===== config.mk =====
export PLATFORM = sky130hd
export DESIGN_NAME = wb_regfile
export DESIGN_NICKNAME = d
export VERILOG_FILES = /design/src/rtl/mips_pkg.sv /design/src/rtl/wb_decode.sv /design/src/rtl/wb_regfile.sv
export SDC_FILE = /design/constraint.sdc
export NUM_CORES = 2
export LEC_CHECK = 0
export BUFFER_PORTS_ARGS = -buffer_cell sky130_fd_sc_hd__buf_2
export CORE_ASPECT_RATIO = 0.6
export CORE_MARGIN = 1.5
export CORE_UTILIZATION = 45
export CTS_CLUSTER_DIAMETER = 80
export DETAILED_ROUTE_END_ITERATION = 7
export PLACE_DENSITY = 0.75
export RECOVER_POWER = 50
export SLEW_MARGIN = 25
export SYNTH_ARGS = -nofsm -noshare
export SYNTH_HDL_FRONTEND = slang
export SYNTH_SLANG_ARGS = --single-unit

===== constraint.sdc =====
create_clock -name clk -period 32.7 [get_ports clk]
set_clock_uncertainty 0.05 [all_clocks]
set_input_delay 3.27 -clock clk [delete_from_list [all_inputs] [get_ports clk]]
set_output_delay 3.27 -clock clk [all_outputs]
set_load 0.02 [all_outputs]

===== src/rtl/mips_pkg.sv =====
// -----------------------------------------------------------------------------
// mips_pkg
// Shared definitions for the 5-stage MIPS pipeline: datapath widths, the
// primary opcode encodings seen by the back end, and the bubble instruction.
// No ports; imported by wb_decode and wb_regfile.
// -----------------------------------------------------------------------------
package mips_pkg;

    localparam int REG_ADDR_W = 5;
    localparam int DATA_W     = 32;
    localparam int OPCODE_W   = 6;

    // Primary opcodes (instr[31:26])
    localparam logic [OPCODE_W-1:0] OP_RTYPE = 6'b000000;
    localparam logic [OPCODE_W-1:0] OP_J     = 6'b000010;
    localparam logic [OPCODE_W-1:0] OP_BEQ   = 6'b000100;
    localparam logic [OPCODE_W-1:0] OP_BNE   = 6'b000101;
    localparam logic [OPCODE_W-1:0] OP_ADDI  = 6'b001000;
    localparam logic [OPCODE_W-1:0] OP_ADDIU = 6'b001001;
    localparam logic [OPCODE_W-1:0] OP_SLTI  = 6'b001010;
    localparam logic [OPCODE_W-1:0] OP_ANDI  = 6'b001100;
    localparam logic [OPCODE_W-1:0] OP_ORI   = 6'b001101;
    localparam logic [OPCODE_W-1:0] OP_LUI   = 6'b001111;
    localparam logic [OPCODE_W-1:0] OP_LW    = 6'b100011;
    localparam logic [OPCODE_W-1:0] OP_SW    = 6'b101011;

    // All-zero word injected by the pipeline as a bubble
    localparam logic [DATA_W-1:0] NOP_INSTR = 32'h0000_0000;

    // Extract the primary opcode field from an instruction word
    function automatic logic [OPCODE_W-1:0] get_opcode(input logic [DATA_W-1:0] instr);
        return instr[31:26];
    endfunction

    // True when the instruction word is a pipeline bubble
    function automatic logic is_bubble(input logic [DATA_W-1:0] instr);
        return (instr == NOP_INSTR);
    endfunction

endpackage : mips_pkg


===== src/rtl/wb_decode.sv =====
// -----------------------------------------------------------------------------
// wb_decode
// Purely combinational writeback decode. Determines whether the instruction
// in MEM/WB writes the register file and which source supplies the data.
// Shared with the hazard/forwarding unit so both agree on "who writes".
//
// Ports:
//   instr_i    in  32  instruction word from MEM/WB (0 = bubble)
//   wb_rd_i    in  5   destination register from MEM/WB
//   wb_en_o    out 1   architecturally visible write (never to r0)
//   sel_mem_o  out 1   1: write data comes from memory (load), 0: ALU result
// -----------------------------------------------------------------------------
module wb_decode
    import mips_pkg::*;
(
    input  logic [DATA_W-1:0]     instr_i,
    input  logic [REG_ADDR_W-1:0] wb_rd_i,
    output logic                  wb_en_o,
    output logic                  sel_mem_o
);

    logic [OPCODE_W-1:0] opcode_s;
    logic                writes_s;

    assign opcode_s = get_opcode(instr_i);

    // Opcode decode: classify the instruction as writer / non-writer and
    // pick the data source.
    always_comb begin
        writes_s  = 1'b0;
        sel_mem_o = 1'b0;
        case (opcode_s)
            // An all-zero R-type word is a bubble, not sll r0,r0,0 worth writing
            OP_RTYPE: begin
                writes_s  = !is_bubble(instr_i);
                sel_mem_o = 1'b0;
            end
            OP_LW: begin
                writes_s  = 1'b1;
                sel_mem_o = 1'b1;
            end
            OP_ADDI, OP_ADDIU, OP_SLTI, OP_ANDI, OP_ORI, OP_LUI: begin
                writes_s  = 1'b1;
                sel_mem_o = 1'b0;
            end
            // sw, beq, bne, j and anything unrecognised leave the file alone
            default: begin
                writes_s  = 1'b0;
                sel_mem_o = 1'b0;
            end
        endcase
    end

    // r0 is hard-wired to zero, so a write aimed at it is never visible
    always_comb begin
        if (wb_rd_i != 5'd0) begin
            wb_en_o = writes_s;
        end else begin
            wb_en_o = 1'b0;
        end
    end

endmodule : wb_decode


===== src/rtl/wb_regfile.sv =====
// -----------------------------------------------------------------------------
// wb_regfile
// Writeback stage and architectural 32x32 register file. Consumes the MEM/WB
// registers, selects load data or ALU result, writes the file on the rising
// edge, and serves the two ID-stage read ports with write-first bypass so a
// value being written is visible to readers in the same cycle. Also publishes
// the current writeback for forwarding and counts retired (non-bubble)
// instructions.
//
// Parameters:
//   COUNT_W        width of the retired-instruction counter (wraps, no saturation)
//
// Ports:
//   clk            in  1        clock, rising edge
//   reset          in  1        asynchronous, active-high, clears all state
//   mem_data_i     in  32       load data from MEM/WB
//   alu_result_i   in  32       ALU result / address from MEM/WB
//   wb_rd_i        in  5        destination register from MEM/WB
//   instr_i        in  32       instruction word from MEM/WB (0 = bubble)
//   rs_addr_i      in  5        read port A address
//   rt_addr_i      in  5        read port B address
//   rs_data_o      out 32       read port A data (combinational)
//   rt_data_o      out 32       read port B data (combinational)
//   wb_en_o        out 1        current writeback is architecturally visible
//   wb_rd_o        out 5        destination of the current writeback
//   wb_data_o      out 32       data of the current writeback
//   retired_o      out COUNT_W  number of non-bubble instructions retired
// -----------------------------------------------------------------------------
module wb_regfile
    import mips_pkg::*;
#(
    parameter int COUNT_W = 32
) (
    input  logic                  clk,
    input  logic                  reset,
    input  logic [DATA_W-1:0]     mem_data_i,
    input  logic [DATA_W-1:0]     alu_result_i,
    input  logic [REG_ADDR_W-1:0] wb_rd_i,
    input  logic [DATA_W-1:0]     instr_i,
    input  logic [REG_ADDR_W-1:0] rs_addr_i,
    input  logic [REG_ADDR_W-1:0] rt_addr_i,
    output logic [DATA_W-1:0]     rs_data_o,
    output logic [DATA_W-1:0]     rt_data_o,
    output logic                  wb_en_o,
    output logic [REG_ADDR_W-1:0] wb_rd_o,
    output logic [DATA_W-1:0]     wb_data_o,
    output logic [COUNT_W-1:0]    retired_o
);

    localparam int NUM_REGS = 32;

    // Entry 0 exists only to keep indexing simple; it is cleared on reset
    // and can never be written because wb_en_s is low for rd == 0.
    logic [DATA_W-1:0]  regs_r [0:NUM_REGS-1];
    logic [COUNT_W-1:0] retired_r;

    logic               wb_en_s;
    logic               sel_mem_s;
    logic [DATA_W-1:0]  wb_data_s;
    logic [DATA_W-1:0]  rs_data_s;
    logic [DATA_W-1:0]  rt_data_s;

    // Read-port mux: r0 reads zero, a matching in-flight write wins over
    // the stored value (write-first), otherwise the stored value.
    function automatic logic [DATA_W-1:0] read_port(
        input logic [REG_ADDR_W-1:0] addr,
        input logic                  wr_en,
        input logic [REG_ADDR_W-1:0] wr_addr,
        input logic [DATA_W-1:0]     wr_data,
        input logic [DATA_W-1:0]     stored
    );
        logic [DATA_W-1:0] result;
        if (addr == 5'd0) begin
            result = 32'h0000_0000;
        end else if (wr_en && (addr == wr_addr)) begin
            result = wr_data;
        end else begin
            result = stored;
        end
        return result;
    endfunction

    wb_decode u_wb_decode (
        .instr_i   (instr_i),
        .wb_rd_i   (wb_rd_i),
        .wb_en_o   (wb_en_s),
        .sel_mem_o (sel_mem_s)
    );

    // Writeback data select between load data and ALU result
    always_comb begin
        if (sel_mem_s) begin
            wb_data_s = mem_data_i;
        end else begin
            wb_data_s = alu_result_i;
        end
    end

    // Both read ports, each with independent bypass from the writeback
    always_comb begin
        rs_data_s = read_port(rs_addr_i, wb_en_s, wb_rd_i, wb_data_s, regs_r[rs_addr_i]);
        rt_data_s = read_port(rt_addr_i, wb_en_s, wb_rd_i, wb_data_s, regs_r[rt_addr_i]);
    end

    // Register file storage: cleared by reset, one write port
    always_ff @(posedge clk or posedge reset) begin
        if (reset) begin
            for (int i = 0; i < NUM_REGS; i++) begin
                regs_r[i] <= 32'h0000_0000;
            end
        end else if (wb_en_s) begin
            regs_r[wb_rd_i] <= wb_data_s;
        end
    end

    // Retired-instruction counter; counts every non-bubble, wraps naturally
    always_ff @(posedge clk or posedge reset) begin
        if (reset) begin
            retired_r <= '0;
        end else if (!is_bubble(instr_i)) begin
            retired_r <= retired_r + COUNT_W'(1);
        end
    end

    assign rs_data_o = rs_data_s;
    assign rt_data_o = rt_data_s;
    assign wb_en_o   = wb_en_s;
    assign wb_rd_o   = wb_rd_i;
    assign wb_data_o = wb_data_s;
    assign retired_o = retired_r;

endmodule : wb_regfile


Yosys cells after proc, flatten, opt, wreduce, memory -nomap -nowiden
Cells that the tools add are included.
{"block": "word_totals", "reg_bits": 1056, "input_bits": 113, "out_inout_bits": 134, "elab_cells": 77}
{"block": "classes", "addsub": 1, "magnitude_cmp": 4, "n_eq_ne": 9, "muxes": 17, "bitwise_logic": 3, "reduce_logical": 10}
{"op": "bitwise mux 1024 bit", "n": 1}
{"op": "binary-select mux 32 bit (select 5 bit)", "n": 2}
{"op": "2-to-1 mux 32 bit", "n": 10}
{"op": "demux 32 bit (select 5 bit)", "n": 1}
{"op": "== test 6 x 4 -> 1 bit, second input constant", "n": 6}
{"op": "adder 32 x 1 -> 32 bit, second input constant", "n": 1}
{"op": "logical NOT 32 bit", "n": 1}
{"op": "greater-or-equal comparator 6 bit, second input constant", "n": 3}
{"op": "NOT 5 -> 6 bit", "n": 3}
{"op": "== test 5 bit", "n": 2}
{"op": "logical NOT 5 bit", "n": 2}
{"op": "OR reduction 7 bit", "n": 1}
{"op": "== test 6 bit, second input constant", "n": 1}
{"op": "logical NOT 6 bit", "n": 1}
{"op": "less-than comparator 6 x 1 -> 1 bit, second input constant", "n": 1}
{"op": "nonzero test 5 bit", "n": 1}
{"op": "logical AND 1 bit", "n": 3}
{"op": "2-to-1 mux 1 bit", "n": 2}
{"op": "one-hot mux 1 bit (2 select lines)", "n": 1}
{"op": "logical NOT 1 bit", "n": 1}

Depth between registers and ports, before layout
{"block": "logic_depth", "word_depth": 7, "depth_mapped": 10}

Hierarchy
From an unflattened synthesis, not the netlist that was laid out.
{"block": "hier_totals", "cells_unflattened": 4986, "area_unflattened_um2": 55569.5}
{"mod": "wb_regfile", "n_inst": 1, "cells_each": 4965, "area_per_inst_um2": 55414.4}
{"mod": "wb_decode", "n_inst": 1, "cells_each": 21, "area_per_inst_um2": 155.1}

Worst setup path after synthesis
No wires, ideal clock.
{"block": "synth_timing", "path_type": "input to output", "startpoint": "input instr_i[7]", "endpoint": "output rs_data_o[22]", "t_arrival_ns": 5.332, "setup_slack_ns": 24.048, "cell_stages": 8, "path_buffers": 2, "path_cell_list": "nor4_1 -> nand4_1 -> o211ai_2 -> nand2_4 -> and2_1 -> buf_2 -> buf_6 -> a211oi_1"}
{"block": "synth_via", "elab_chain_cells": 7}
{"item": "start, declared", "line": "wb_regfile.sv:39", "rtl": "input logic [DATA_W-1:0] instr_i,"}
{"item": "logical NOT 32 bit", "line": "mips_pkg.sv:37", "rtl": "return (instr == NOP_INSTR);"}
{"item": "logical NOT 1 bit"}
{"item": "one-hot mux 1 bit (2 select lines)", "line": "wb_decode.sv:32", "rtl": "case (opcode_s)"}
{"item": "2-to-1 mux 1 bit", "line": "wb_decode.sv:56", "rtl": "if (wb_rd_i != 5'd0) begin"}
{"item": "logical AND 1 bit", "line": "wb_regfile.sv:75", "rtl": "end else if (wr_en && (addr == wr_addr)) begin"}
{"item": "2-to-1 mux 32 bit", "line": "wb_regfile.sv:75"}
{"item": "2-to-1 mux 32 bit", "line": "wb_regfile.sv:73", "rtl": "if (addr == 5'd0) begin"}
{"item": "end, declared", "line": "wb_regfile.sv:42", "rtl": "output logic [DATA_W-1:0] rs_data_o,"}
Every way passes these cells.

==> results_dict.tcl <==
set metrics [dict create \
    status "finished, violations left" \
    violations "capacitance limit, slew limit" \
    wl_per_cell_um 27.5 \
    htreeDepth 3 \
    firstDrtPassIters 6 \
    hold_path.class "register to register" \
    finalCritPeriodShare 0.467 \
    viasPerCell 6.59 \
    dr_total_vias 41063 \
    finalHoldViolations 0 \
    clock-root-buffer "clkbuf_16" \
    yosys_most_used_dff "dfrtp_1" \
    peakVddDrop_mv 0.0440 \
    numCtsBuffers 99 \
    min_period_ns 15.26 \
    ys_top_cells_by_count "1056 x dfrtp_1, 721 x nor2_1, 676 x a21oi_1, 638 x mux4_2, 264 x nand2_1" \
    fp.dieW_um 458 \
    p_per_area_mw_per_mm2 57.2 \
    crit_chain "buf_2, clkinvlp_2, clkbuf_1, clkbuf_1" \
    boundaryPins 247 \
    setup.worst_path.start_class "input pin" \
    grt_pass1_vias 40682 \
    die_area_sq_mm 0.126 \
    multi_input_area_sq_mm 0.0271 \
    cpLargestDelayFamily "buffers and inverters" \
    grt_pass1_wl_um 259000 \
    synthArstFlopShare 1.00 \
    num_antenna_cells 0 \
    core_sq_mm 0.122 \
    tightest_slew_ns 8.90 \
    synth-seq-cells 1056 \
    cts_sinks 1056 \
    final.setup.tns_ns 0 \
    synth_seq_area_share 0.473 \
    wl_um 171000 \
    cts_tree "built" \
    p_leak_nw 26.2 \
    critical_path.max_fanout 171 \
    yosysMostFrequentCell "dfrtp_1" \
    num-nets-final 4648 \
    syn_area_sq_mm 0.0558 \
    syn_inst 4574 \
    grt_overflow 0 \
    report.final.slew_viol_count 888 \
    fmax_mhz 65.5 \
    synthToLayoutAreaGrowth_pct 9.83 \
    portBuffers 246 \
    crit_path_top_delay_cell "clkbuf_1" \
    cp.arrival_ns 13.80 \
    maxSlewHeadroom -4.93 \
    cts_resized 0 \
    antenna_found_initial 4 \
    fin_util 0.502 \
    grt_setup_unrepaired "false" \
    critPathBufInv 4 \
    clk_latency_ns 0.73 \
    synth.distinct_cells 61 \
    max_stage_delay_ns 6.37 \
    synth_top_cell_area_share 0.473 \
    drive_above_1_share 0.270 \
    clockBufferDepth 3 \
    drtIter0Drc 5892 \
    die_y_um 276 \
    synth_area_leaders "dfrtp_1 47%, mux4_2 26%, a21oi_1 6.1%" \
    crit_top_cell "clkbuf_1" \
    hpwl_um 101000 \
    place_congestion 0.842 \
    post_cts_buffers 0 \
    ctsHoldBuffers 0 \
    route.detailed.drc 0 \
    rows 99 \
    seqCellArea_sq_mm 0.0264 \
    grt_util_all_layers 0.272 \
    worstSetupEndpointType "async pin" \
    worst_slack_ns 17.44 \
    rrSetupSlack_ns 30.50 \
    crit_required_ns 31.24 \
    grt_max_degree 184 \
    pre_cts_ws_ns 21.12 \
    clk_pin_slew_ns 0.07 \
    synth_edf_count 0 \
    avgSynthCellArea_sq_um 12.2 \
    setup_viol 0 \
    yosysWarnings 0 \
    initial_utilization 0.457 \
    critPathKind "input pin to async pin" \
    yosysTopAreaCell "dfrtp_1" \
    mappedNetlistNets 4688 \
    maxCapViolCount 23 \
    fill_cells 10245 \
    postRouteAntennaNets 0 \
]
==> layer usage <==
layer | vias to the layer above | GRT usage | part of all wire
met3 | 365 | 0.0858 | 0.13
met4 | 6 | 0.0857 | 0.031
met1 | 21282 | 0.391 | 0.40
met2 | 2698 | 0.395 | 0.44
li1 | 16712 | - | -
met5 | - | 0 | 0.00021
==> final timing paths <==
path / from / endpoint / cells after the start
worst max-delay path: reset / regs_r[155] / 4
worst min-delay path: regs_r[1006] / regs_r[1006] / 0
worst max register to register: retired_o[3] / retired_o[25] / 6
worst min register to register: regs_r[1006] / regs_r[1006] / 0
max in group clk: instr_i[30] / rt_data_o[31] / 10
min in group asynchronous: reset / regs_r[144] / 2
==> per-stage QoR <==
step	cells	power (mW)	area, sq um	hold WS [ns]
finish	6231	3.51	61300	0.349
global route	6231	3.64	61300	0.359
CTS	6225	3.51	61500	0.347
detailed placement	6043	2.27	58000	0.332
global placement	6042	2.24	58000	0.326
floorplan	4574	2.09	55800	0.391
==> flip-flops by register name, summed over array words and instances (netlist names) <==
register / flops
regs_r: 1024
retired_o: 32
==> area by class of cell <==
cell class,instances,share of cell area
clock buffer,141,0.0467
multi-input combinational,2974,0.442
inverter,37,0.00228
clock inverter,41,0.0101
timing repair buffer,366,0.0349
tap,1616,0.0330
sequential,1056,0.431
==> power by group <==
group | leakage [nW] | internal [mW] | switching, mW
Sequential | 14.1 | 1.48 | 0.140
Clock | 1.69 | 0.697 | 0.547
Combinational | 10.4 | 0.328 | 0.315
==> placed cells by master (no fill, tap or decap), types with 21 or more instances in the layout <==
cell,n
xnor2_1,21
clkbuf_16,99
buf_4,67
mux4_2,638
mux2i_1,35
clkbuf_1,96
nor2_1,720
buf_2,202
mux2_1,42
nor2b_1,36
a221oi_2,26
clkbuf_8,23
inv_1,35
o21ai_0,224
nand2_1,264
mux2i_2,30
a21oi_1,680
mux2_2,54
a211oi_1,60
dfrtp_1,1056
==> worst reg2reg max path: cells and delay by family (launching register included) <==
family / cells / cell delay (ns)
simple gates: 5 / 1.39
flops: 1 / 0.46
xor+xnor: 1 / 0.17
==> logic make-up after synthesis <==
family                     share of synthesized area
DFF                                            0.473
buffers and inverters                         0.0457
muxes                                          0.289
adders and majority gates                   0.000224
xor gates and xnor gates                     0.00643
AOI/OAI and AO/OA                              0.106
and+or+nand+nor                               0.0795
(Power assumes the default switching activity.)
